[config.mk]
export PLATFORM = sky130hd
export DESIGN_NAME = memory_access
export DESIGN_NICKNAME = d
export VERILOG_FILES = /design/src/rtl/memory_access_pkg.sv /design/src/rtl/memory_access_branch_resolve.sv /design/src/rtl/memory_access.sv
export SDC_FILE = /design/constraint.sdc
export NUM_CORES = 1
export LEC_CHECK = 0
export ABC_AREA = 0
export BUFFER_PORTS_ARGS = -buffer_cell sky130_fd_sc_hd__buf_4
export CAP_MARGIN = 20
export CORE_MARGIN = 2
export CORE_UTILIZATION = 45
export DETAILED_ROUTE_END_ITERATION = 12
export PLACE_DENSITY = 0.76
export SYNTH_ARGS = -nofsm -noshare
export SYNTH_HDL_FRONTEND = slang
export SYNTH_SLANG_ARGS = --single-unit
[constraint.sdc]
create_clock -name clk -period 2.75 [get_ports clk]
set_clock_uncertainty 0.05 [all_clocks]
set_input_delay 0.4125 -clock clk [delete_from_list [all_inputs] [get_ports clk]]
set_output_delay 0.4125 -clock clk [all_outputs]
set_load 0.02 [all_outputs]
[src/rtl/memory_access_pkg.sv]
// -----------------------------------------------------------------------------
// memory_access_pkg
// Shared definitions for the memory stage of the five-stage pipeline:
//   - FSM state encoding (IDLE / WAIT)
//   - one-hot branch-type constants, packed as {bgt, bne, beq}
//   - NOP_RD, the register index that suppresses write-back
//   - default cycle budget for an outstanding data-memory access
// -----------------------------------------------------------------------------
package memory_access_pkg;

    // FSM state encoding
    localparam logic [0:0] ST_IDLE = 1'b0;
    localparam logic [0:0] ST_WAIT = 1'b1;

    // Branch-type bits, packed as {DX_bgt, DX_bne, DX_beq}
    localparam logic [2:0] BR_BEQ = 3'b001;
    localparam logic [2:0] BR_BNE = 3'b010;
    localparam logic [2:0] BR_BGT = 3'b100;

    // Destination register 0 means "no write-back"
    localparam logic [4:0] NOP_RD = 5'd0;

    // Cycles spent in WAIT without an ack before the access is aborted
    localparam int TIMEOUT_DEFAULT = 16;

endpackage

[src/rtl/memory_access_branch_resolve.sv]
// -----------------------------------------------------------------------------
// branch_resolve
// Purely combinational branch resolution. The caller registers the results.
// Ports:
//   zero_i, sign_i   ALU flags
//   br_type_i [2:0]  {bgt, bne, beq}
//   pc_i     [31:0]  PC+4 of the branch
//   offset_i [31:0]  sign-extended word offset
//   taken_o          branch condition is satisfied
//   target_o [31:0]  pc_i + (offset_i << 2), wrapping mod 2^32
// -----------------------------------------------------------------------------
module branch_resolve
    import memory_access_pkg::*;
(
    input  logic        zero_i,
    input  logic        sign_i,
    input  logic [2:0]  br_type_i,
    input  logic [31:0] pc_i,
    input  logic [31:0] offset_i,
    output logic        taken_o,
    output logic [31:0] target_o
);

    logic beq_hit;
    logic bne_hit;
    logic bgt_hit;

    assign beq_hit = ((br_type_i & BR_BEQ) != 3'b000) &&  zero_i;
    assign bne_hit = ((br_type_i & BR_BNE) != 3'b000) && !zero_i;
    assign bgt_hit = ((br_type_i & BR_BGT) != 3'b000) &&  sign_i;

    assign taken_o  = beq_hit | bne_hit | bgt_hit;

    // The word offset becomes a byte offset; the top two bits of the offset
    // fall off, matching the modulo-2^32 add.
    assign target_o = pc_i + {offset_i[29:0], 2'b00};

endmodule

[src/rtl/memory_access.sv]
// -----------------------------------------------------------------------------
// memory_access
// Memory stage of the five-stage pipeline. It consumes the XM_* register from
// execute and drives the MW_* register read by write-back. Loads and stores go
// over a req/ack handshake; while an access is outstanding, ready is low and
// the upstream stages stall. Conditional branches are resolved here and
// produce a one-cycle redirect pulse.
// Ports:
//   clk, rst_n                      clock, synchronous active-low reset
//   ALUout, XM_RT, XM_RD            address/result, store data, dest reg
//   XM_MemToReg, XM_MemWrite        load / store select
//   zero, sign                      ALU flags for branch resolution
//   DX_beq, DX_bne, DX_bgt          branch type
//   DX_PC, DX_offset                PC+4 and word offset of the branch
//   ready                           combinational upstream enable
//   dmem_req/we/addr/wdata          registered data-memory request
//   dmem_rdata, dmem_ack            memory response (ack is a 1-cycle pulse)
//   MW_data, MW_RD                  write-back register
//   br_taken, br_target             redirect pulse and target
//   misalign, mem_err               one-cycle fault pulses
// -----------------------------------------------------------------------------
module memory_access
    import memory_access_pkg::*;
#(
    parameter int TIMEOUT = TIMEOUT_DEFAULT
) (
    input  logic        clk,
    input  logic        rst_n,
    input  logic [31:0] ALUout,
    input  logic [31:0] XM_RT,
    input  logic [4:0]  XM_RD,
    input  logic        XM_MemToReg,
    input  logic        XM_MemWrite,
    input  logic        zero,
    input  logic        sign,
    input  logic        DX_beq,
    input  logic        DX_bne,
    input  logic        DX_bgt,
    input  logic [31:0] DX_PC,
    input  logic [31:0] DX_offset,
    output logic        ready,
    output logic        dmem_req,
    output logic        dmem_we,
    output logic [31:0] dmem_addr,
    output logic [31:0] dmem_wdata,
    input  logic [31:0] dmem_rdata,
    input  logic        dmem_ack,
    output logic [31:0] MW_data,
    output logic [4:0]  MW_RD,
    output logic        br_taken,
    output logic [31:0] br_target,
    output logic        misalign,
    output logic        mem_err
);

    localparam int              CW       = $clog2(TIMEOUT);
    localparam logic [CW-1:0]   CNT_LAST = CW'(TIMEOUT - 1);

    // State registers
    logic [0:0]    state_q,     state_d;
    logic [CW-1:0] cnt_q,       cnt_d;
    logic [4:0]    rd_lat_q,    rd_lat_d;
    logic          load_lat_q,  load_lat_d;
    logic          req_q,       req_d;
    logic          we_q,        we_d;
    logic [31:0]   addr_q,      addr_d;
    logic [31:0]   wdata_q,     wdata_d;
    logic [31:0]   mw_data_q,   mw_data_d;
    logic [4:0]    mw_rd_q,     mw_rd_d;
    logic          br_taken_q,  br_taken_d;
    logic [31:0]   br_target_q, br_target_d;
    logic          misalign_q,  misalign_d;
    logic          mem_err_q,   mem_err_d;

    logic          mem_op;
    logic          aligned;
    logic          br_hit;
    logic [31:0]   br_tgt;

    assign mem_op  = XM_MemToReg | XM_MemWrite;
    assign aligned = (ALUout[1:0] == 2'b00);

    branch_resolve u_branch (
        .zero_i    (zero),
        .sign_i    (sign),
        .br_type_i ({DX_bgt, DX_bne, DX_beq}),
        .pc_i      (DX_PC),
        .offset_i  (DX_offset),
        .taken_o   (br_hit),
        .target_o  (br_tgt)
    );

    always_comb begin
        state_d     = state_q;
        cnt_d       = cnt_q;
        rd_lat_d    = rd_lat_q;
        load_lat_d  = load_lat_q;
        req_d       = req_q;
        we_d        = we_q;
        addr_d      = addr_q;
        wdata_d     = wdata_q;
        mw_data_d   = mw_data_q;
        mw_rd_d     = mw_rd_q;
        br_target_d = br_target_q;
        // Pulse outputs default low so they never last more than one cycle
        br_taken_d  = 1'b0;
        misalign_d  = 1'b0;
        mem_err_d   = 1'b0;
        ready       = 1'b1;

        if (state_q == ST_IDLE) begin
            // A stray dmem_ack in IDLE is deliberately not looked at here.
            if (mem_op && aligned) begin
                ready      = 1'b0;
                req_d      = 1'b1;
                we_d       = XM_MemWrite;
                addr_d     = ALUout;
                wdata_d    = XM_RT;
                rd_lat_d   = XM_RD;
                load_lat_d = XM_MemToReg;
                mw_rd_d    = NOP_RD;
                cnt_d      = '0;
                state_d    = ST_WAIT;
            end else if (mem_op) begin
                // Misaligned access: drop the op, flag it, no request.
                mw_rd_d    = NOP_RD;
                misalign_d = 1'b1;
            end else begin
                mw_data_d   = ALUout;
                mw_rd_d     = XM_RD;
                br_taken_d  = br_hit;
                br_target_d = br_tgt;
            end
        end else begin
            // WAIT: bubble into write-back until the access resolves.
            ready   = 1'b0;
            mw_rd_d = NOP_RD;
            if (dmem_ack) begin
                // Ack takes priority over a coincident timeout.
                ready   = 1'b1;
                req_d   = 1'b0;
                state_d = ST_IDLE;
                if (load_lat_q) begin
                    mw_rd_d   = rd_lat_q;
                    mw_data_d = dmem_rdata;
                end
            end else if (cnt_q == CNT_LAST) begin
                ready     = 1'b1;
                req_d     = 1'b0;
                mem_err_d = 1'b1;
                state_d   = ST_IDLE;
            end else begin
                cnt_d = cnt_q + 1'b1;
            end
        end
    end

    always_ff @(posedge clk) begin
        if (!rst_n) begin
            state_q     <= ST_IDLE;
            cnt_q       <= '0;
            rd_lat_q    <= NOP_RD;
            load_lat_q  <= 1'b0;
            req_q       <= 1'b0;
            we_q        <= 1'b0;
            addr_q      <= '0;
            wdata_q     <= '0;
            mw_data_q   <= '0;
            mw_rd_q     <= NOP_RD;
            br_taken_q  <= 1'b0;
            br_target_q <= '0;
            misalign_q  <= 1'b0;
            mem_err_q   <= 1'b0;
        end else begin
            state_q     <= state_d;
            cnt_q       <= cnt_d;
            rd_lat_q    <= rd_lat_d;
            load_lat_q  <= load_lat_d;
            req_q       <= req_d;
            we_q        <= we_d;
            addr_q      <= addr_d;
            wdata_q     <= wdata_d;
            mw_data_q   <= mw_data_d;
            mw_rd_q     <= mw_rd_d;
            br_taken_q  <= br_taken_d;
            br_target_q <= br_target_d;
            misalign_q  <= misalign_d;
            mem_err_q   <= mem_err_d;
        end
    end

    assign dmem_req   = req_q;
    assign dmem_we    = we_q;
    assign dmem_addr  = addr_q;
    assign dmem_wdata = wdata_q;
    assign MW_data    = mw_data_q;
    assign MW_RD      = mw_rd_q;
    assign br_taken   = br_taken_q;
    assign br_target  = br_target_q;
    assign misalign   = misalign_q;
    assign mem_err    = mem_err_q;

endmodule

==> results of run 1 <==
[per-stage QoR]
| step | hold slack [ns] | worst slack, ns | cells | area [sq um] |
|---|---|---|---|---|
| after CTS | 0.127 | 0.247 | 1386 | 10300 |
| final | 0.154 | 0.289 | 1386 | 10300 |
| after global routing | 0.145 | 0.146 | 1386 | 10300 |
| after global placement | 0.390 | 0.125 | 1354 | 9750 |
| after floorplan | 0.387 | 0.368 | 867 | 7210 |
| after detailed placement | 0.394 | 0.0897 | 1354 | 9750 |
[layer usage]
layer / vias up / track usage (%) / wire length [um]
met4: 0 / 8.89 / 412
met1: 3410 / 32.0 / 9480
met3: 33 / 6.11 / 1740
met5: - / 0 / 0
met2: 274 / 40.5 / 10800
li1: 3701 / - / -
[logic make-up (layout without fill, tap and decap cells)]
logic type                 Yosys count  after routing  synth area share [%]
and+or+nand+nor                    305            305                  19.7
AOI/OAI and AO/OA                  287            287                  26.3
DFF                                149            149                  41.4
buffers and inverters               76            379                  4.62
adders and majority gates           31             31                  5.48
xor gates and xnor gates            15             15                  1.82
muxes                                4              4                 0.625
[state kept, by name, summed over array words and instances, names as in the netlist, 4 cells and up]
| register | flops |
|---|---|
| dmem_addr | 32 |
| dmem_wdata | 32 |
| cnt_q | 4 |
| rd_lat_q | 5 |
| MW_RD | 5 |
| MW_data | 32 |
| br_target | 32 |
[power by group through the flow]
stage          sequential, mW  clock (mW)  combinational, mW
6_report                 2.34        2.34               1.31
5_1_grt                  2.35        2.48               1.42
4_1_cts                  2.34        2.39               1.30
3_5_place_dp             2.39           0               1.30
3_3_place_gp             2.38           0               1.29
2_1_floorplan            2.52           0              0.608
[critical path, cell delays in order, from the launching register on]
cell	delay, ns
dfxtp_2	0.40
buf_4	0.58
nand2_1	0.20
nand2_1	0.16
inv_1	0.08
buf_4	0.17
[cells in the final DEF (no fill, tap or decap), types with 4 or more instances in the layout]
master	synthesis	final
nand4_1	12	12
inv_8	0	4
nand2_1	138	137
a21oi_1	115	115
o211ai_1	9	9
a22o_1	35	35
o21ai_0	23	23
nand3_1	20	20
o21a_1	6	6
nor3_1	17	15
or3_1	6	6
a21o_1	24	24
inv_6	0	4
xnor2_1	9	9
ha_1	30	30
a31oi_1	4	4
dfxtp_1	149	148
buf_4	2	335
inv_1	10	10
and3_1	7	7
xor2_1	6	6
nor2b_1	32	32
nor2_1	53	52
a211oi_1	34	34
clkbuf_16	0	17
[cell type report]
cell class	instances	area [sq um]	share of cell area, %
Sequential cell	149	2980	28.8
Timing Repair Buffer	336	2530	24.5
Multi-Input combinational cell	642	3920	37.9
Inverter	11	42.5	0.411
Tap cell	216	270	2.61
Clock inverter	14	159	1.54
Clock buffer	18	439	4.24
[worst min-delay path by stage]
stage	start	endpoint	slack, ns
2_1_floorplan	rd_lat_q[0]	rd_lat_q[0]	0.39
3_3_place_gp	br_target[6]	br_target[6]	0.39
3_5_place_dp	br_target[17]	br_target[17]	0.39
4_1_cts	dmem_ack	mem_err	0.13
5_1_grt	dmem_ack	mem_err	0.15
6_report	dmem_ack	mem_err	0.15
==> impl_metrics.ini, run 1 <==
[pwr]
p_leak_nw = 4.65
p_total_mw = 5.99
pwr-share-clk_pct = 39.1
switching_power_mw = 1.80
p_comb_share_pct = 21.8
intPower_mw = 4.19
p_per_area_mw_per_mm2 = 579
power_frac_seq_pct = 39.1
p_sw_share_pct = 30.1
peakVddDrop_mv = 0.474

[layout]
final_util_pct = 65.6
drive_gt1_share_pct = 33.3
diodes = 0
nets = 1363
area_growth_pct = 43.5
n_fill_cell = 1369

[synth]
synth_common_cells = dfxtp_1, nand2_1, a21oi_1
yosysWarnings = 0
avgSynthCellArea_sq_um = 8.32
synth_cells = 867
synth_cell_types = 67
yosys-top-cells-area = dfxtp_1, a21oi_1, nand2_1, ha_1, a22o_1
syn_area_sq_mm = 0.00721
yosys.cell_count.top_type = dfxtp_1
synthArstFlopShare_pct = 0
ys_ff_latch = 149
synth_edf_count = 0
ys_seq_area_share_pct = 41.4
synth_top_area_share_pct = 41.4
synthFlopType = dfxtp_1
synthesis.nets = 1073
synth_area_leader_cell = dfxtp_1

[min_path]
whs_path_depth = 2
hold_class = in2reg

[cts]
cts_resized = 0
cts_buffer_depth = 2
clkSlewWorstSetupHoldPaths_ns = 0.06
clock_sinks = 149
clockRootBuffer = clkbuf_16
clk_latency_ns = 0.41
cts_buffers = 17
postCtsHoldBufs = 0
cts_setup_buffers = 0
cts_tree = yes
cts_max_level = 4

[drt]
viasPerCell = 5.35
first_pass_iters = 5
num_vias = 7418
drc = 0
ant_nets = 0
drt-total-wl_um = 22400
wl_per_cell_um = 16.2
drt_iter0_markers = 367

[global_route]
grt_start_max_net_pins = 67
antenna_found_initial = 0
grt_pass1_wl_um = 33500
grt_usage_pct = 24.8
overflow = 0
grt_pass1_vias = 6707

[floorplan]
die_h_um = 131
row_count = 46
dieArea_sq_mm = 0.0171
core_area_sq_mm = 0.0158
die_w_um = 131
start_util_pct = 45.7
ios = 314

[critical_path]
arrival_ns = 2.00
crit_end = ready
crit_type = reg2out
critical_path.reg2reg.startpoint = state_q
critPathLaunchType = register
crit_path_end_kind = output port
crit_fanout = 66
rr_worst_depth = 4
startpoint = state_q
worstPathRequired_ns = 2.29
worstReg2RegEnd = br_target[24]
r2r_slack_ns = 0.78

[timing]
setup_tns_ns = 0
setup_violations = 0
hold_viol_final = 0
relSlewSlack_pct = 53.1
period_needed_ns = 2.46
rsz0062_at_grt = false
max_clock_freq_ghz = 0.406
worstMarginPinSlew_ns = 0.703
fin_crit_sh_pct = 89.5
finalMaxSlewViolations = 0

[outcome]
status = finished, final reports clean

[job]
maxCapViolCount = 0

[placement]
hpwlAfterDp_um = 16400
gp_congestion = 0.854
io_buffers = 311
No activity file was read; power rests on OpenSTA's default activity.
==> run 2: changes to the inputs <==
--- a/config.mk
+++ b/config.mk
@@ -6,12 +6,11 @@
 export NUM_CORES = 1
 export LEC_CHECK = 0
 export ABC_AREA = 0
-export BUFFER_PORTS_ARGS = -buffer_cell sky130_fd_sc_hd__buf_4
 export CAP_MARGIN = 20
 export CORE_MARGIN = 2
 export CORE_UTILIZATION = 45
 export DETAILED_ROUTE_END_ITERATION = 12
-export PLACE_DENSITY = 0.76
+export DONT_BUFFER_PORTS = 1
 export SYNTH_ARGS = -nofsm -noshare
 export SYNTH_HDL_FRONTEND = slang
 export SYNTH_SLANG_ARGS = --single-unit
==> run 2 against run 1 <==
Against the previous run: first-iteration DRC count down 28%; core utilization down 15 points; critical path depth up 5; global-route usage down 2.5 points; maximum frequency up 5.3%; sequential share of layout area up 8.5 points; clock-buffer cell count unchanged; non-clock buffer count down 314; highest routed layer unchanged.
==> impl_metrics.ini, run 2 (same netlist as run 1, synthesis figures left out) <==
[timing]
relSlewSlack_pct = 65.7
worstMarginPinSlew_ns = 0.515
finalMaxSlewViolations = 0
fin_crit_sh_pct = 85.0
setup_tns_ns = 0
rsz0062_at_grt = false
period_needed_ns = 2.34
max_clock_freq_ghz = 0.428
hold_viol_final = 0
setup_violations = 0

[critical_path]
worstReg2RegEnd = br_target[24]
crit_fanout = 4
max_stage_delay_ns = 0.37
crit_path_end_kind = register
rr_worst_depth = 4
crit_type = in2reg
worstPathRequired_ns = 2.99
worst-path-buf-inv = 1
crit_chain = ha_1 > inv_1 > fa_1 > nor2b_1 > o2111ai_1 > a21o_1 > a21oi_1 > o21ai_0 > a21boi_0 > o211ai_1
critPathLaunchType = input pin
startpoint = DX_PC[2]
arrival_ns = 2.57
r2r_slack_ns = 0.83
critical_path.reg2reg.startpoint = state_q
cpLargestDelayFamily = compound AO/OA/AOI/OAI gates
critPathSlowestCell = fa_1

[cts]
cts_max_level = 4
clk_latency_ns = 0.41
clkSlewWorstSetupHoldPaths_ns = 0.07
clockRootBuffer = clkbuf_16
clock_sinks = 149
postCtsHoldBufs = 0
cts_buffers = 17
cts_buffer_depth = 2
cts_tree = yes
cts_setup_buffers = 0
cts_resized = 0

[min_path]
whs_path_depth = 1
whs_endpoint = mem_err
hold_path_startpoint = dmem_ack
hold_class = in2reg

[layout]
multi_input_area_sq_mm = 0.00392
layout_commonest_cell = dfxtp_1
n_fill_cell = 1561
drive_gt1_share_pct = 8.76
seqCellArea_sq_mm = 0.00298
area_growth_pct = 10.7
diodes = 0
layout_common_cells = dfxtp_1, nand2_1, a21oi_1, nor2_1, a22o_1
nets = 1049

[pwr]
p_comb_share_pct = 13.7
p_total_mw = 5.63
pwr-share-clk_pct = 41.7
p_sw_share_pct = 31.1
peakVddDrop_mv = 0.434
p_leak_nw = 3.06
intPower_mw = 3.88
switching_power_mw = 1.75
p_per_area_mw_per_mm2 = 705
power_frac_seq_pct = 44.6

[drt]
num_vias = 6201
viasPerCell = 5.78
first_pass_iters = 5
drt_iter0_markers = 264
drt-total-wl_um = 20700
drc = 0
wl_per_cell_um = 19.3
ant_nets = 0

[global_route]
grt_pass1_wl_um = 29600
antenna_found_initial = 0
grt_start_max_net_pins = 65
overflow = 0
grt_usage_pct = 22.3
grt_pass1_vias = 5634

[outcome]
status = finished, final reports clean

[floorplan]
ios = 314
row_count = 46
start_util_pct = 45.7
core_area_sq_mm = 0.0158
die_h_um = 131
dieArea_sq_mm = 0.0171
die_w_um = 131

[placement]
io_buffers = 0
hpwlAfterDp_um = 15200
gp_congestion = 0.891

[job]
maxCapViolCount = 0
==> run 2: cell types whose count changed in the layout (fill, tap and decap cells not counted) <==
cell        delta
buf_4        -314
clkbuf_1       +1
clkbuf_8       -1
clkinv_2       +1
clkinv_4       -1
clkinv_8       +1
clkinvlp_4     -1
inv_6          +1
inv_8          -1
==> run 2: power by group through the flow <==
stage                     clock network [mW]  registers (mW)  logic [mW]
after floorplan                            0            2.52       0.608
after global placement                     0            2.56       0.744
after detailed placement                   0            2.56       0.762
after CTS                               2.39            2.51       0.767
after global routing                    2.49            2.52       0.859
final                                   2.35            2.51       0.771
==> run 2: worst register-to-register path: cells and delay by family, from the launching register on <==
kind	cells	cell delay, ns
buffers and inverters	1	0.35
DFF	1	0.32
AOI/OAI and AO/OA	1	0.20
and+or+nand+nor	2	0.92
==> run 2: final cells by class <==
| class | count | share of cell area (%) |
|---|---|---|
| tap | 216 | 3.39 |
| sequential | 149 | 37.4 |
| clock buffer | 18 | 5.38 |
| inverter | 11 | 0.533 |
| timing repair buffer | 22 | 2.23 |
| clock inverter | 14 | 2.02 |
| multi-input combinational | 642 | 49.1 |
==> run 2: stage by stage <==
stage / hold WS (ns) / area, sq um / utilization [%] / worst slack (ns) / std cells
after global routing: 0.00314 / 7980 / 50.6 / 0.280 / 1072
after global placement: 0.392 / 7390 / 46.9 / 0.130 / 1040
final: 0.0208 / 7980 / 50.6 / 0.414 / 1072
after floorplan: 0.387 / 7210 / - / 0.368 / 867
after detailed placement: 0.400 / 7390 / 46.9 / 0.0300 / 1040
after CTS: 0.00403 / 7980 / 50.6 / 0.434 / 1072
==> run 2: metal layers <==
layer	track usage, %	wire, um	share of wire (%)	vias up
met4	6.13	181	0.87	0
met1	26.7	8680	42	2894
li1	-	-	-	3073
met2	38.1	10000	48	225
met5	0	0	0	-
met3	7.65	1840	8.9	9
==> run 2: worst max-delay path by stage <==
stage / end / slack [ns] / cells after the start
floorplan: br_target[26] / 0.37 / 9
global placement: br_target[28] / 0.13 / 10
detailed placement: br_target[24] / 0.03 / 10
CTS: ready / 0.43 / 4
global route: br_target[26] / 0.28 / 10
finish: br_target[24] / 0.41 / 10
==> run 3: changes to the inputs <==
==> constraint.sdc (replaced) <==
create_clock -name clk -period 2.2 [get_ports clk]
set_clock_uncertainty 0.05 [all_clocks]
set_input_delay 0.33 -clock clk [delete_from_list [all_inputs] [get_ports clk]]
set_output_delay 0.33 -clock clk [all_outputs]
set_load 0.02 [all_outputs]
==> run 3 against run 2 <==
Against the previous run: sequential power rose by 25%; critical endpoint is now ready; worst hold slack worse by 0.012 ns; non-clock buffer count grew 92; register-to-register slack got worse by 0.47 ns; global-route usage is 1.6 points higher; final cell count rose by 8.5%; sequential cell count unchanged.
==> impl_metrics.ini, run 3 (same netlist as run 1, synthesis figures left out) <==
[global_route]
grt_pass1_wl_um = 32000
grt_pass1_vias = 6326
grt_start_max_net_pins = 65
antenna_found_initial = 0
grt_usage_pct = 23.9
overflow = 0

[drt]
viasPerCell = 5.82
num_vias = 6769
wl_per_cell_um = 18.9
first_pass_iters = 5
drc = 0
drt-total-wl_um = 22000
drt_iter0_markers = 329
ant_nets = 0

[cts]
cts_buffer_depth = 2
clk_latency_ns = 0.41
clockRootBuffer = clkbuf_16
cts_setup_buffers = 0
cts_buffers = 17
cts_tree = yes
clkSlewWorstSetupHoldPaths_ns = 0.07
clock_sinks = 149
cts_max_level = 4

[timing]
finalMaxSlewViolations = 0
period_needed_ns = 2.07
max_clock_freq_ghz = 0.482
fin_crit_sh_pct = 94.3
worstMarginPinSlew_ns = 0.473
relSlewSlack_pct = 68.5
setup_violations = 0
hold_viol_final = 0
rsz0062_at_grt = false
setup_tns_ns = 0

[layout]
area_growth_pct = 22.0
final_util_pct = 55.8
seqCellArea_sq_mm = 0.00298
multi_input_area_sq_mm = 0.00398
diodes = 0
nets = 1141
drive_gt1_share_pct = 14.3
layout_commonest_cell = dfxtp_1
n_fill_cell = 1492
layout_common_cells = dfxtp_1, nand2_1, a21oi_1, buf_4, nor2_1

[critical_path]
critPathLaunchType = register
crit_end = ready
startpoint = cnt_q[0]
rr_worst_depth = 5
critical_path.reg2reg.startpoint = state_q
r2r_slack_ns = 0.36
arrival_ns = 1.69
crit_type = reg2out
max_stage_delay_ns = 0.34
crit_chain = ha_1 > a31oi_1 > nand2_1 > nand2_1 > inv_1
worstPathRequired_ns = 1.82
critPathSlowestCell = dfxtp_1
crit_path_end_kind = output port
crit_fanout = 3
cp_common_cell = nand2_1
worstReg2RegEnd = dmem_wdata[22]

[floorplan]
row_count = 46
ios = 314
die_w_um = 131
core_area_sq_mm = 0.0158
die_h_um = 131
dieArea_sq_mm = 0.0171
start_util_pct = 45.7

[job]
maxCapViolCount = 0

[pwr]
p_leak_nw = 3.45
p_per_area_mw_per_mm2 = 800
peakVddDrop_mv = 0.518
p_total_mw = 7.04

[placement]
hpwlAfterDp_um = 15800
io_buffers = 0
gp_congestion = 0.869

[outcome]
status = finished, final reports clean

[min_path]
hold_class = in2reg
## run 3: how the worst min path moves through the flow
stage / start / to / cells after the start
finish: XM_RT[20] / dmem_wdata[20] / 2
global route: XM_RT[20] / dmem_wdata[20] / 2
CTS: rst_n / dmem_addr[0] / 1
detailed placement: dmem_ack / mem_err / 1
global placement: dmem_ack / mem_err / 1
floorplan: dmem_ack / mem_err / 1
## run 3: cell type report
cell class	count	area share (%)
clock buffers	18	4.99
clock inverters	13	1.25
inverters	11	0.484
multi-input cells	642	45.3
flip-flops and latches	149	33.9
well taps	216	3.07
repair buffers	114	11.0
## run 3: per-stage QoR
stage               instance area [sq um]  std cells  worst slack, ns  hold slack (ns)
floorplan                            7270        867          -0.0125            0.358
global placement                     7830       1091           -0.183            0.365
detailed placement                   7830       1091           -0.245            0.365
CTS                                  8790       1163            0.111          0.00184
global route                         8800       1163          0.00234          0.00312
finish                               8800       1163            0.125          0.00841
## run 3: worst max-delay path: cells and delay by family (launching register included)
family / cells / cell delay, ns
AOI/OAI and AO/OA: 1 / 0.27
adders and majority gates: 1 / 0.24
buffers and inverters: 1 / 0.16
DFF: 1 / 0.34
and+or+nand+nor: 2 / 0.27
## run 3: power by group
part | switching (mW) | internal [mW]
Sequential | 0.291 | 2.85
Combinational | 0.643 | 0.533
Clock | 1.22 | 1.50
Total | 2.15 | 4.88
## run 3: metal layers
metal  global-route usage [%]  wire, um  vias to the layer above
li1                         -         -                     3251
met1                     27.6      8610                     3167
met2                     41.6     10800                      322
met3                     8.18      2170                       29
met4                     7.51       362                        0
met5                        0         0                        -
## run 3: what timing repair did
| item | CTS | global route |
|---|---|---|
| resized for setup | 0 | 1 |
| hold buffers | 41 | 0 |
| endpoints found under the hold margin | 49 | 0 |
| endpoints found under the setup margin | 0 | 1 |
